[src/rtl/lagarto_csr_pmu_responder.sv]
// Responder for the Lagarto CSR port: custom performance counters, event selectors and
// sticky overflow flags, with a fixed-latency IDLE/WAIT/RESP handshake on the core stall.
module lagarto_csr_pmu_responder #(
    parameter int unsigned NUM_CNT  = 8,
    parameter int unsigned EVT_W    = 16,
    parameter logic [11:0] CNT_BASE = 12'hB03,
    parameter logic [11:0] SEL_BASE = 12'h323,
    parameter logic [11:0] OVF_ADDR = 12'h7C0,
    parameter int unsigned ACC_LAT  = 2
) (
    input  logic               clk_i,
    input  logic               rstn_i,
    input  logic [2:0]         csr_cmd_i,
    input  logic [11:0]        csr_addr_i,
    input  logic [63:0]        csr_wdata_i,
    output logic [63:0]        csr_rdata_o,
    output logic               csr_hit_o,
    output logic               csr_stall_o,
    input  logic [EVT_W-1:0]   events_i,
    input  logic [NUM_CNT-1:0] inhibit_i
);

    localparam logic [2:0] CMD_WRITE = 3'd1;
    localparam logic [2:0] CMD_SET   = 3'd2;
    localparam logic [2:0] CMD_CLEAR = 3'd3;
    localparam logic [2:0] CMD_READ  = 3'd4;
    localparam int unsigned WC_W = (ACC_LAT > 2) ? $clog2(ACC_LAT) : 1;

    typedef enum logic [1:0] {IDLE, WAIT, RESP} state_t;

    state_t            state_q;
    logic [WC_W-1:0]   wait_q;
    logic [2:0]        cmd_q;
    logic [63:0]       wdata_q;
    logic              is_cnt_q, is_sel_q, is_ovf_q;
    logic [3:0]        idx_q;

    logic [63:0]       cnt_q [NUM_CNT];
    logic [4:0]        sel_q [NUM_CNT];
    logic [NUM_CNT-1:0] ovf_q;

    logic [11:0]       cnt_off, sel_off;
    logic              in_cnt, in_sel, in_ovf, cmd_valid, req_hit;
    logic [3:0]        req_idx;

    logic [63:0]       rd_val, wr_val;
    logic              commit;
    logic [31:0]       evt_ext;
    logic [NUM_CNT-1:0] inc, cnt_wr, wrap;

    // Address decode of the live request; counters take priority if ranges ever overlap.
    always_comb begin
        cnt_off   = csr_addr_i - CNT_BASE;
        sel_off   = csr_addr_i - SEL_BASE;
        in_cnt    = cnt_off < 12'(NUM_CNT);
        in_sel    = !in_cnt && (sel_off < 12'(NUM_CNT));
        in_ovf    = !in_cnt && !in_sel && (csr_addr_i == OVF_ADDR);
        req_idx   = in_cnt ? cnt_off[3:0] : sel_off[3:0];
        cmd_valid = (csr_cmd_i >= CMD_WRITE) && (csr_cmd_i <= CMD_READ);
        req_hit   = cmd_valid && (in_cnt || in_sel || in_ovf);
    end

    assign csr_hit_o   = req_hit;
    assign csr_stall_o = ((state_q == IDLE) && req_hit) || (state_q == WAIT);

    always_comb begin
        rd_val = '0;
        for (int unsigned i = 0; i < NUM_CNT; i++) begin
            if (is_cnt_q && (idx_q == 4'(i))) rd_val = cnt_q[i];
            if (is_sel_q && (idx_q == 4'(i))) rd_val = {59'b0, sel_q[i]};
        end
        if (is_ovf_q) rd_val = 64'(ovf_q);
    end

    always_comb begin
        case (cmd_q)
            CMD_WRITE: wr_val = wdata_q;
            CMD_SET:   wr_val = rd_val | wdata_q;
            CMD_CLEAR: wr_val = rd_val & ~wdata_q;
            default:   wr_val = rd_val;
        endcase
    end

    assign commit      = (state_q == RESP) && (cmd_q != CMD_READ);
    assign csr_rdata_o = (state_q == RESP) ? rd_val : '0;

    // Bit 0 of the extended vector stays 0 so selector 0 and selectors above EVT_W never count.
    always_comb begin
        evt_ext            = '0;
        evt_ext[EVT_W:1]   = events_i;
        for (int unsigned i = 0; i < NUM_CNT; i++) begin
            inc[i]    = evt_ext[sel_q[i]] && !inhibit_i[i];
            cnt_wr[i] = commit && is_cnt_q && (idx_q == 4'(i));
            wrap[i]   = inc[i] && !cnt_wr[i] && (&cnt_q[i]);
        end
    end

    always_ff @(posedge clk_i) begin
        if (!rstn_i) begin
            state_q  <= IDLE;
            wait_q   <= '0;
            cmd_q    <= '0;
            wdata_q  <= '0;
            is_cnt_q <= 1'b0;
            is_sel_q <= 1'b0;
            is_ovf_q <= 1'b0;
            idx_q    <= '0;
        end else begin
            case (state_q)
                IDLE: begin
                    if (req_hit) begin
                        cmd_q    <= csr_cmd_i;
                        wdata_q  <= csr_wdata_i;
                        is_cnt_q <= in_cnt;
                        is_sel_q <= in_sel;
                        is_ovf_q <= in_ovf;
                        idx_q    <= req_idx;
                        if (ACC_LAT > 1) begin
                            state_q <= WAIT;
                            wait_q  <= WC_W'(ACC_LAT - 2);
                        end else begin
                            state_q <= RESP;
                        end
                    end
                end
                WAIT: begin
                    if (wait_q == '0) state_q <= RESP;
                    else              wait_q  <= wait_q - WC_W'(1);
                end
                RESP:    state_q <= IDLE;
                default: state_q <= IDLE;
            endcase
        end
    end

    // A commit beats a same-cycle increment; a wrap beats a same-cycle write of the flags.
    always_ff @(posedge clk_i) begin
        if (!rstn_i) begin
            for (int unsigned i = 0; i < NUM_CNT; i++) begin
                cnt_q[i] <= '0;
                sel_q[i] <= '0;
            end
            ovf_q <= '0;
        end else begin
            for (int unsigned i = 0; i < NUM_CNT; i++) begin
                if (cnt_wr[i])   cnt_q[i] <= wr_val;
                else if (inc[i]) cnt_q[i] <= cnt_q[i] + 64'd1;
                if (commit && is_sel_q && (idx_q == 4'(i))) sel_q[i] <= wr_val[4:0];
            end
            ovf_q <= ((commit && is_ovf_q) ? wr_val[NUM_CNT-1:0] : ovf_q) | wrap;
        end
    end

endmodule

[config.mk]
export PLATFORM = sky130hd
export DESIGN_NAME = lagarto_csr_pmu_responder
export DESIGN_NICKNAME = d
export VERILOG_FILES = /design/src/rtl/lagarto_csr_pmu_responder.sv
export SDC_FILE = /design/constraint.sdc
export NUM_CORES = 2
export LEC_CHECK = 0
export CAP_MARGIN = 0
export CORE_MARGIN = 8
export CORE_UTILIZATION = 40
export CTS_CLUSTER_SIZE = 24
export DETAILED_ROUTE_END_ITERATION = 12
export PLACE_DENSITY = 0.67
export SLEW_MARGIN = 15
export SYNTH_ARGS = -nofsm -noshare
export SYNTH_HDL_FRONTEND = slang
export SYNTH_SLANG_ARGS = --single-unit
[constraint.sdc]
create_clock -name clk_i -period 4.6 [get_ports clk_i]
set_input_delay 1.38 -clock clk_i [delete_from_list [all_inputs] [get_ports clk_i]]
set_output_delay 1.38 -clock clk_i [all_outputs]
set_load 0.005 [all_outputs]
==> results.cfg <==
[job]
drv_cap = 0

[die]
die_area_sq_mm = 0.122
num_rows = 122
dieHeight_microns = 350
io_pins = 171
die_w_microns = 350
start_util_pct = 40.3
core-area_sq_mm = 0.111

[clock_tree]
cts_buffers = 80
clkSlewWorstSetupHoldPaths_ps = 60
numClockSinks = 636
htreeDepth = 3
hold_buffers = 0
insertion_delay_ps = 680
cts-root-buf = clkbuf_16
cts_tree = done
cts.path.max_buffers = 3

[sta]
finalCritPeriodShare_pct = 103
rsz0062_at_grt = true
fin_hold_ws_ps = 464
setup_violations = 13
min_period_ps = 4740
tightest_slew_ps = 1190
setup_ws_ps = -141
finalSetupTns_ps = -655
finalClockSkew_ps = 32.0
hold_violations = 0
slew_headroom_pct = 20.3
fmax_mhz = 211
final-max-slew-violation-count = 0

[setup_path]
path_class = flip-flop to primary output
critPathMaxFanout = 4
end_kind = primary output
start_kind = flip-flop
crit_required_ps = 3220
critPathArrivalTime_ps = 3360

[pwr]
cellPowerDensity_mw_per_mm2 = 272
design_power_total_mw = 15.3
peakVddDrop_mv = 0.250
p_leak_nw = 19.2

[placement]
place.detailed.hpwl_microns = 168000
portBuffers = 170
gp_congestion = 1.09
place_area_sq_mm = 0.0509
pre_cts_ws_ps = -1000
placed_cells = 6699

[grt]
track_usage_pct = 35.6
grt_pass1_wl_microns = 320000
overflow = 0
grt_pass1_vias = 44087
antenna_found_initial = 14
grt_start_max_net_pins = 109

[finish]
final_common_cell = edfxtp_1
most-common-layout-cells = edfxtp_1, nor2_1, buf_4
fin_nets = 5533
stdcell_area_sq_mm = 0.0563
final_core_util_pct = 50.9
syn2layout_area_growth_pct = 26.5
final_layout_size_suffix_gt1_share_pct = 19.8
final_cell_count_no_fill = 6984
fill_cells = 10304

[detailed_routing]
viasPerCell = 6.91
post-route-drc-count = 0
ant_nets = 0
first_iter_violations = 8619
dr.pass1.iters = 7
wl_per_cell_microns = 32.8
drt_wl_total_microns = 229000
vias = 48284

[synth]
syn_avg_cell_area_sq_um = 8.98
yosys_register_bits = 636
ys_async_sr_fraction_pct = 0
synth_flop_cell = edfxtp_1
syn_nets = 5069
synth_area_leader_cell = edfxtp_1
yosys_warnings = 0
synth.distinct_cells = 100
synth_area_leaders = edfxtp_1, xnor2_1, xor2_1
ys_seq_area_share_pct = 41.0
syn_area_sq_mm = 0.0445
synth_cells = 4954
synth_top_area_share_pct = 37.2
synth_edf_count = 552

[hold_path]
hold_path.class = flip-flop to flip-flop

[status]
violations = negative setup slack
status = complete, but fails checks
==> worst max-delay path, cell delays in order (launching register included) <==
cell and delay (ps):
dfxtp_4 340, or4b_4 610, buf_12 180, nor3_4 160, buf_6 150, buf_12 110
buf_6 100, a22o_1 180, a222oi_1 160, nor2_1 160, o21ai_1 70, a21oi_1 180
buf_4 170, buf_6 110
==> cell type report <==
type,instances,area (sq um),share of cell area (%)
Antenna cell,11,27.5,0.0489
Clock inverter,36,392,0.696
Inverter,86,327,0.580
Sequential cell,636,18300,32.5
Timing Repair Buffer,744,7160,12.7
Multi-Input combinational cell,3870,25900,46.0
Tap cell,1488,1860,3.31
Clock buffer,113,2380,4.24
==> report_power, final <==
group / switching (mW) / internal (mW)
clock: 2.77 / 4.02
sequential: 0.549 / 6.65
combinational: 0.790 / 0.541
total: 4.11 / 11.2
==> metal layers <==
metal	wire length, microns	global-route usage [%]
met5	59	0
met4	17800	21.2
met3	38500	14.8
met2	90700	49.4
met1	81800	45.8
==> state kept, by name (all words and copies together), names as in the netlist <==
register	cells
sel_q	40
is_cnt_q	1
idx_q	4
state_q	2
is_sel_q	1
cmd_q	3
wdata_q	64
is_ovf_q	1
ovf_q	8
cnt_q	512
==> synth_stat cells (15+ instances only) <==
master    count
a32oi_1      20
mux2i_1      25
nand2_1     380
o22ai_1     209
a222oi_1     19
and2_1       41
dfxtp_1      84
a31oi_1      16
o21ai_0     274
edfxtp_1    552
o31ai_1      22
a21o_1       22
nor2b_1      35
a22o_1       41
or3b_2       19
and3_1      141
xnor2_1     253
a22oi_1      62
nand2b_1     26
nor3_1      127
buf_1        22
xor2_1      235
mux4_2       21
buf_2        79
and4_1       60
nand3_1     338
or4_1        15
nand4_1     168
a221o_1      18
o211ai_1     20
a211oi_1    163
nor4_1       42
a21oi_1     194
nor2_1      478
o21a_1       19
clkbuf_1    245
inv_1        86
nand3b_1     34
or3_1        17
a221oi_1     86
==> what timing repair did <==
item	CTS	global route
resized for setup	458	135
buffers inserted	112	26
cloned	6	0
setup endpoints to repair	66	50
pin swaps	130	99
==> final timing paths <==
kind	startpoint	to	slack, ps	cells after the start
setup / recovery	idx_q[0]	csr_rdata_o[12]	-140	13
hold / removal	state_q[0]	state_q[1]	460	2
setup reg to reg	cnt_q[1][2]	cnt_q[1][55]	710	7
hold reg to reg	state_q[0]	state_q[1]	460	2
==> cells by family (layout without fill, tap and decap cells) <==
family | Yosys count | count (layout) | synth area share, %
DFF | 636 | 636 | 41.0
other | 0 | 11 | 0
adders and majority gates | 10 | 10 | 0.281
muxes | 54 | 54 | 1.83
xor gates and xnor gates | 488 | 488 | 9.60
and+or+nand+nor | 2012 | 2012 | 23.3
AOI/OAI and AO/OA | 1306 | 1306 | 19.9
buffers and inverters | 448 | 979 | 4.15
Note: power is estimated with default switching activity, not from simulation.
